**config.mk**
```make
export PLATFORM = sky130hd
export DESIGN_NAME = stream_argmax_10_16
export DESIGN_NICKNAME = d
export VERILOG_FILES = /design/src/rtl/stream_argmax_pkg.sv /design/src/rtl/argmax_cmp.sv /design/src/rtl/stream_argmax_10_16.sv
export SDC_FILE = /design/constraint.sdc
export NUM_CORES = 1
export LEC_CHECK = 0
export CORE_ASPECT_RATIO = 0.6
export CORE_MARGIN = 4
export CORE_UTILIZATION = 37
export CTS_CLUSTER_DIAMETER = 50
export DETAILED_ROUTE_END_ITERATION = 8
export DONT_BUFFER_PORTS = 1
export PLACE_DENSITY = 0.53
export SLEW_MARGIN = 30
export SYNTH_ARGS = -nofsm -noshare
export SYNTH_HDL_FRONTEND = slang
export SYNTH_SLANG_ARGS = --single-unit
```
**constraint.sdc**
```tcl
create_clock -name clk -period 2.6 [get_ports clk]
set_clock_uncertainty 0.1 [all_clocks]
set_input_delay 0.52 -clock clk [delete_from_list [all_inputs] [get_ports clk]]
set_output_delay 0.52 -clock clk [all_outputs]
set_load 0.01 [all_outputs]
```
**src/rtl/stream_argmax_pkg.sv**
```systemverilog
// Shared types and default sizing for the streaming argmax stage.
// Defaults match the layer generator output: 10 elements of 16-bit signed data.
package stream_argmax_pkg;

    localparam int ARGMAX_M    = 10;
    localparam int ARGMAX_T    = 16;
    localparam int ARGMAX_LOGM = 4;

    typedef enum logic {
        COLLECT = 1'b0,
        EMIT    = 1'b1
    } argmax_state_t;

endpackage

```
**src/rtl/argmax_cmp.sv**
```systemverilog
// Running-max update for one incoming element.
// The first element of a vector loads unconditionally. Later elements replace
// the current best only when they are strictly greater, so ties keep the lowest index.
module argmax_cmp
    import stream_argmax_pkg::*;
#(
    parameter int T    = ARGMAX_T,
    parameter int LOGM = ARGMAX_LOGM
) (
    input  logic [LOGM-1:0]       cnt,
    input  logic signed [T-1:0]   data_in,
    input  logic signed [T-1:0]   best_val,
    input  logic [LOGM-1:0]       best_idx,
    output logic signed [T-1:0]   next_val,
    output logic [LOGM-1:0]       next_idx
);

    // Load on the first element, otherwise take the strictly larger signed value
    always_comb begin
        next_val = best_val;
        next_idx = best_idx;
        if (cnt == '0) begin
            next_val = data_in;
            next_idx = '0;
        end else if (data_in > best_val) begin
            next_val = data_in;
            next_idx = cnt;
        end
    end

endmodule

```
**src/rtl/stream_argmax_10_16.sv**
```systemverilog
// Streaming argmax: collects M signed elements, then presents the index of the
// largest one on a valid/ready result port. One result per input vector.
// Optional feature: define STREAM_ARGMAX_MAXVAL_EN to add the max_out port,
// which carries the winning value alongside data_out.
//
// state   | meaning
// --------+--------------------------------------------------------------
// COLLECT | accepting elements, s_ready=1, tracking running max and index
// EMIT    | result held on data_out, m_valid=1, waiting for m_ready
module stream_argmax_10_16
    import stream_argmax_pkg::*;
#(
    parameter int M    = ARGMAX_M,
    parameter int T    = ARGMAX_T,
    parameter int LOGM = ARGMAX_LOGM
) (
    input  logic                 clk,
    input  logic                 reset,
    input  logic                 s_valid,
    output logic                 s_ready,
    input  logic signed [T-1:0]  data_in,
    output logic                 m_valid,
    input  logic                 m_ready,
    output logic [LOGM-1:0]      data_out
`ifdef STREAM_ARGMAX_MAXVAL_EN
    ,
    output logic signed [T-1:0]  max_out
`endif
);

    localparam logic [LOGM-1:0] CNT_LAST = LOGM'(M - 1);

    argmax_state_t        state;
    argmax_state_t        state_nxt;
    logic [LOGM-1:0]      cnt;
    logic signed [T-1:0]  best_val;
    logic [LOGM-1:0]      best_idx;
    logic signed [T-1:0]  next_val;
    logic [LOGM-1:0]      next_idx;
    logic                 accept;
    logic                 last_beat;

    assign accept    = s_valid & s_ready;
    assign last_beat = accept && (cnt == CNT_LAST);

    argmax_cmp #(
        .T    (T),
        .LOGM (LOGM)
    ) u_cmp (
        .cnt      (cnt),
        .data_in  (data_in),
        .best_val (best_val),
        .best_idx (best_idx),
        .next_val (next_val),
        .next_idx (next_idx)
    );

    // State register
    always_ff @(posedge clk) begin
        if (reset) begin
            state <= COLLECT;
        end else begin
            state <= state_nxt;
        end
    end

    // Next state: leave COLLECT on the final element, leave EMIT when the result is taken
    always_comb begin
        state_nxt = state;
        case (state)
            COLLECT: if (last_beat) state_nxt = EMIT;
            EMIT:    if (m_ready)   state_nxt = COLLECT;
            default: state_nxt = COLLECT;
        endcase
    end

    // Handshake outputs depend on the registered state only
    always_comb begin
        s_ready = (state == COLLECT);
        m_valid = (state == EMIT);
    end

    // Element counter, running max and result capture on the final element
    always_ff @(posedge clk) begin
        if (reset) begin
            cnt      <= '0;
            best_idx <= '0;
            best_val <= '0;
            data_out <= '0;
        end else if (accept) begin
            best_val <= next_val;
            best_idx <= next_idx;
            if (last_beat) begin
                cnt      <= '0;
                data_out <= next_idx;
            end else begin
                cnt      <= cnt + 1'b1;
            end
        end
    end

`ifdef STREAM_ARGMAX_MAXVAL_EN
    // Winning value, captured in the same cycle as data_out
    always_ff @(posedge clk) begin
        if (reset) begin
            max_out <= '0;
        end else if (last_beat) begin
            max_out <= next_val;
        end
    end
`endif

endmodule
```
==> flow_summary.ini <==
[status]
outcome = complete, but fails checks
violations = negative setup slack

[floorplan]
die-width_um = 99.12
die_area_mm2 = 0.006212
io_pins = 26
initial_core_util_pct = 39.35
die_y_um = 62.67
coreArea_mm2 = 0.004683
fp-row-count = 19

[grt]
gr-total-overflow = 0
grt_pass1_wl_um = 6396
grt_pass1_vias = 1292
grt_util_met3_pct = 5.686
grt_max_degree = 51
grt.busiest_layer = met1
met2_usage_pct = 14.72
grt.total_usage_pct = 12.87
use_met1_pct = 20.58
antenna_found_initial = 0

[logic_synthesis]
synth.avg_cell_area_um2 = 8.818
async_flop_share_pct = 0
yosysMostFrequentCell = nand2b_1
synth-warning-count = 0
netlist_instances = 209
yosysUniqueCellTypes = 43
synth_top_cell_by_area = dfxtp_1
yosys_most_used_dff = dfxtp_1
seq_area_frac_synth_pct = 31.50
synth_area_mm2 = 0.001843
synth_edf_count = 0
yosys.area.top_type_share_pct = 31.50
synth_area_leaders = dfxtp_1 (32%), ha_1 (13%), nand2b_1 (12%)
synth_nets = 248
ys_ff_latch = 29
synth_common_cells = nand2b_1 (35), dfxtp_1 (29), inv_1 (20)

[setup_path]
worstPathCellList = inv_2 > ha_4 > a21oi_2 > and2b_2 > o31a_1 > o311a_1 > a311oi_4 > clkbuf_16 > mux2i_1
crit_slowest_cell = o311a_1
start_kind = flop
slowest_delay_ps = 390
end_kind = flop
worstPathArrival_ps = 2730
path_class = flop to flop
required_ps = 2710
path_max_fanout = 8

[power]
leakagePower_nw = 0.8589
peakVddDrop_v = 0.0002062
cellPowerDensity_mw_per_mm2 = 502.7

[sta]
fin_crit_sh_pct = 100.7
tightestPinTransition_ps = 411.5
final-hold-violation-count = 0
timing.final.ws_setup_ps = -17.10
setup_viol = 2
grt_setup_unrepaired = yes
fmax_ghz = 0.3821
setup-tns-final_ps = -21.47
max_slew_margin_pct = 72.42
slew_violations = 0
fin_crit_ps = 2617

[clocking]
cts-root-buf = clkbuf_8
htree_levels = 2
cts_tree = done
cts_buffer_depth = 2
cts.clk_slew.worst_paths_ps = 60
insertion_delay_ps = 280
clkSinkCount = 29
numCtsBuffers = 5

[final_layout]
final_cells = 284
final_util_pct = 46.78
final_area_mm2 = 0.002191
drive_gt1_share_pct = 19.46
area_growth_pct = 18.87
fin_nets = 260
diodes = 0

[route]
dr.pass1.iters = 4
wl_per_cell_um = 13.87
ant_nets = 0
routed_wl_um = 3940
post-route-drc-count = 0
via_count = 1392
drt_iter0_markers = 52
vias_per_cell = 4.901

[placement]
place_area_mm2 = 0.001979
hpwl_um = 2882
dp.cells = 275
io_buffers = 0
gp_congestion = 0.8084

[hold_path]
hold_class = input port to flop

[job]
maxCapViolCount = 0
[worst max-delay path: cells and delay by family, from the launching register on]
family          cells  cell delay [ps]
buf+inv             2              290
mux                 1              190
compound gates      4             1190
fa+ha+maj           1              210
flops               1              330
simple gates        1              230
[placed cells by master (no fill, tap or decap), types with 4 or more instances in the layout]
cell,instances
a21oi_1,6
buf_4,11
clkbuf_8,6
dfxtp_1,28
ha_1,17
inv_1,19
mux2i_1,16
nand2_1,8
nand2b_1,35
nand3_1,4
nand3b_1,4
nor2_1,10
[path summary, 6_finish.rpt]
check                                   from      endpoint  slack (ps)  depth (start not counted)
worst max-delay path             best_val[8]  best_val[14]         -20                          9
worst min-delay path                   reset        cnt[1]         210                          1
worst max register to register   best_val[8]  best_val[14]         -20                          9
worst min register to register  best_val[15]  best_val[15]         370                          2
[timing repair]
action                                  CTS  global route
gates resized for setup                   0            16
endpoints found under the setup margin    0            22
setup buffers                             0             1
hold buffers                              0             0
[layer usage]
layer / vias to the layer above / routed length [µm] / part of all wire [%]
li1: 745 / - / -
met2: 32 / 1424 / 36
met3: 2 / 354 / 9.0
met4: 0 / 10 / 0.25
met5: - / 0 / 0
met1: 613 / 2150 / 55
[stage by stage]
stage	setup slack, ps	hold WS (ps)	total power, mW
detailed placement	-121.5	363.9	0.7031
floorplan	0.3877	348.7	0.6529
global placement	-191.8	359.8	0.7046
global route	-85.79	203.3	1.169
CTS	21.70	203.4	1.078
finish	-17.10	214.7	1.101
[cell families (layout without fill, tap and decap cells)]
| kind of cell | after synthesis | in the layout | synth area share [%] |
|---|---|---|---|
| AND/OR/NAND/NOR | 84 | 84 | 26.48 |
| flip-flops | 29 | 29 | 31.50 |
| XOR/XNOR | 3 | 3 | 1.426 |
| buffers and inverters | 28 | 40 | 6.721 |
| adder cells (fa/ha/maj) | 19 | 19 | 12.90 |
| multiplexers | 16 | 16 | 8.690 |
| AO/OA/AOI/OAI | 30 | 30 | 12.29 |
[power breakdown]
group	switching (mW)	internal (mW)	leakage, nW
clock	0.163	0.209	0.0443
combinational	0.121	0.123	0.577
sequential	0.0154	0.469	0.237
total	0.300	0.801	0.859
[flip-flops by register name (all words and copies together), names as in the netlist]
name,flops
best_val,16
data_out,4
cnt,4
m_valid,1
best_idx,4
[final cells by class]
| class | instances | area (µm²) |
|---|---|---|
| Sequential cell | 29 | 581.8 |
| Inverter | 20 | 75.07 |
| Fill cell | 432 | 2492 |
| Timing Repair Buffer | 13 | 127.6 |
| Multi-Input combinational cell | 152 | 1241 |
| Clock buffer | 7 | 86.33 |
| Tap cell | 63 | 78.83 |
(Power assumes the default switching activity.)
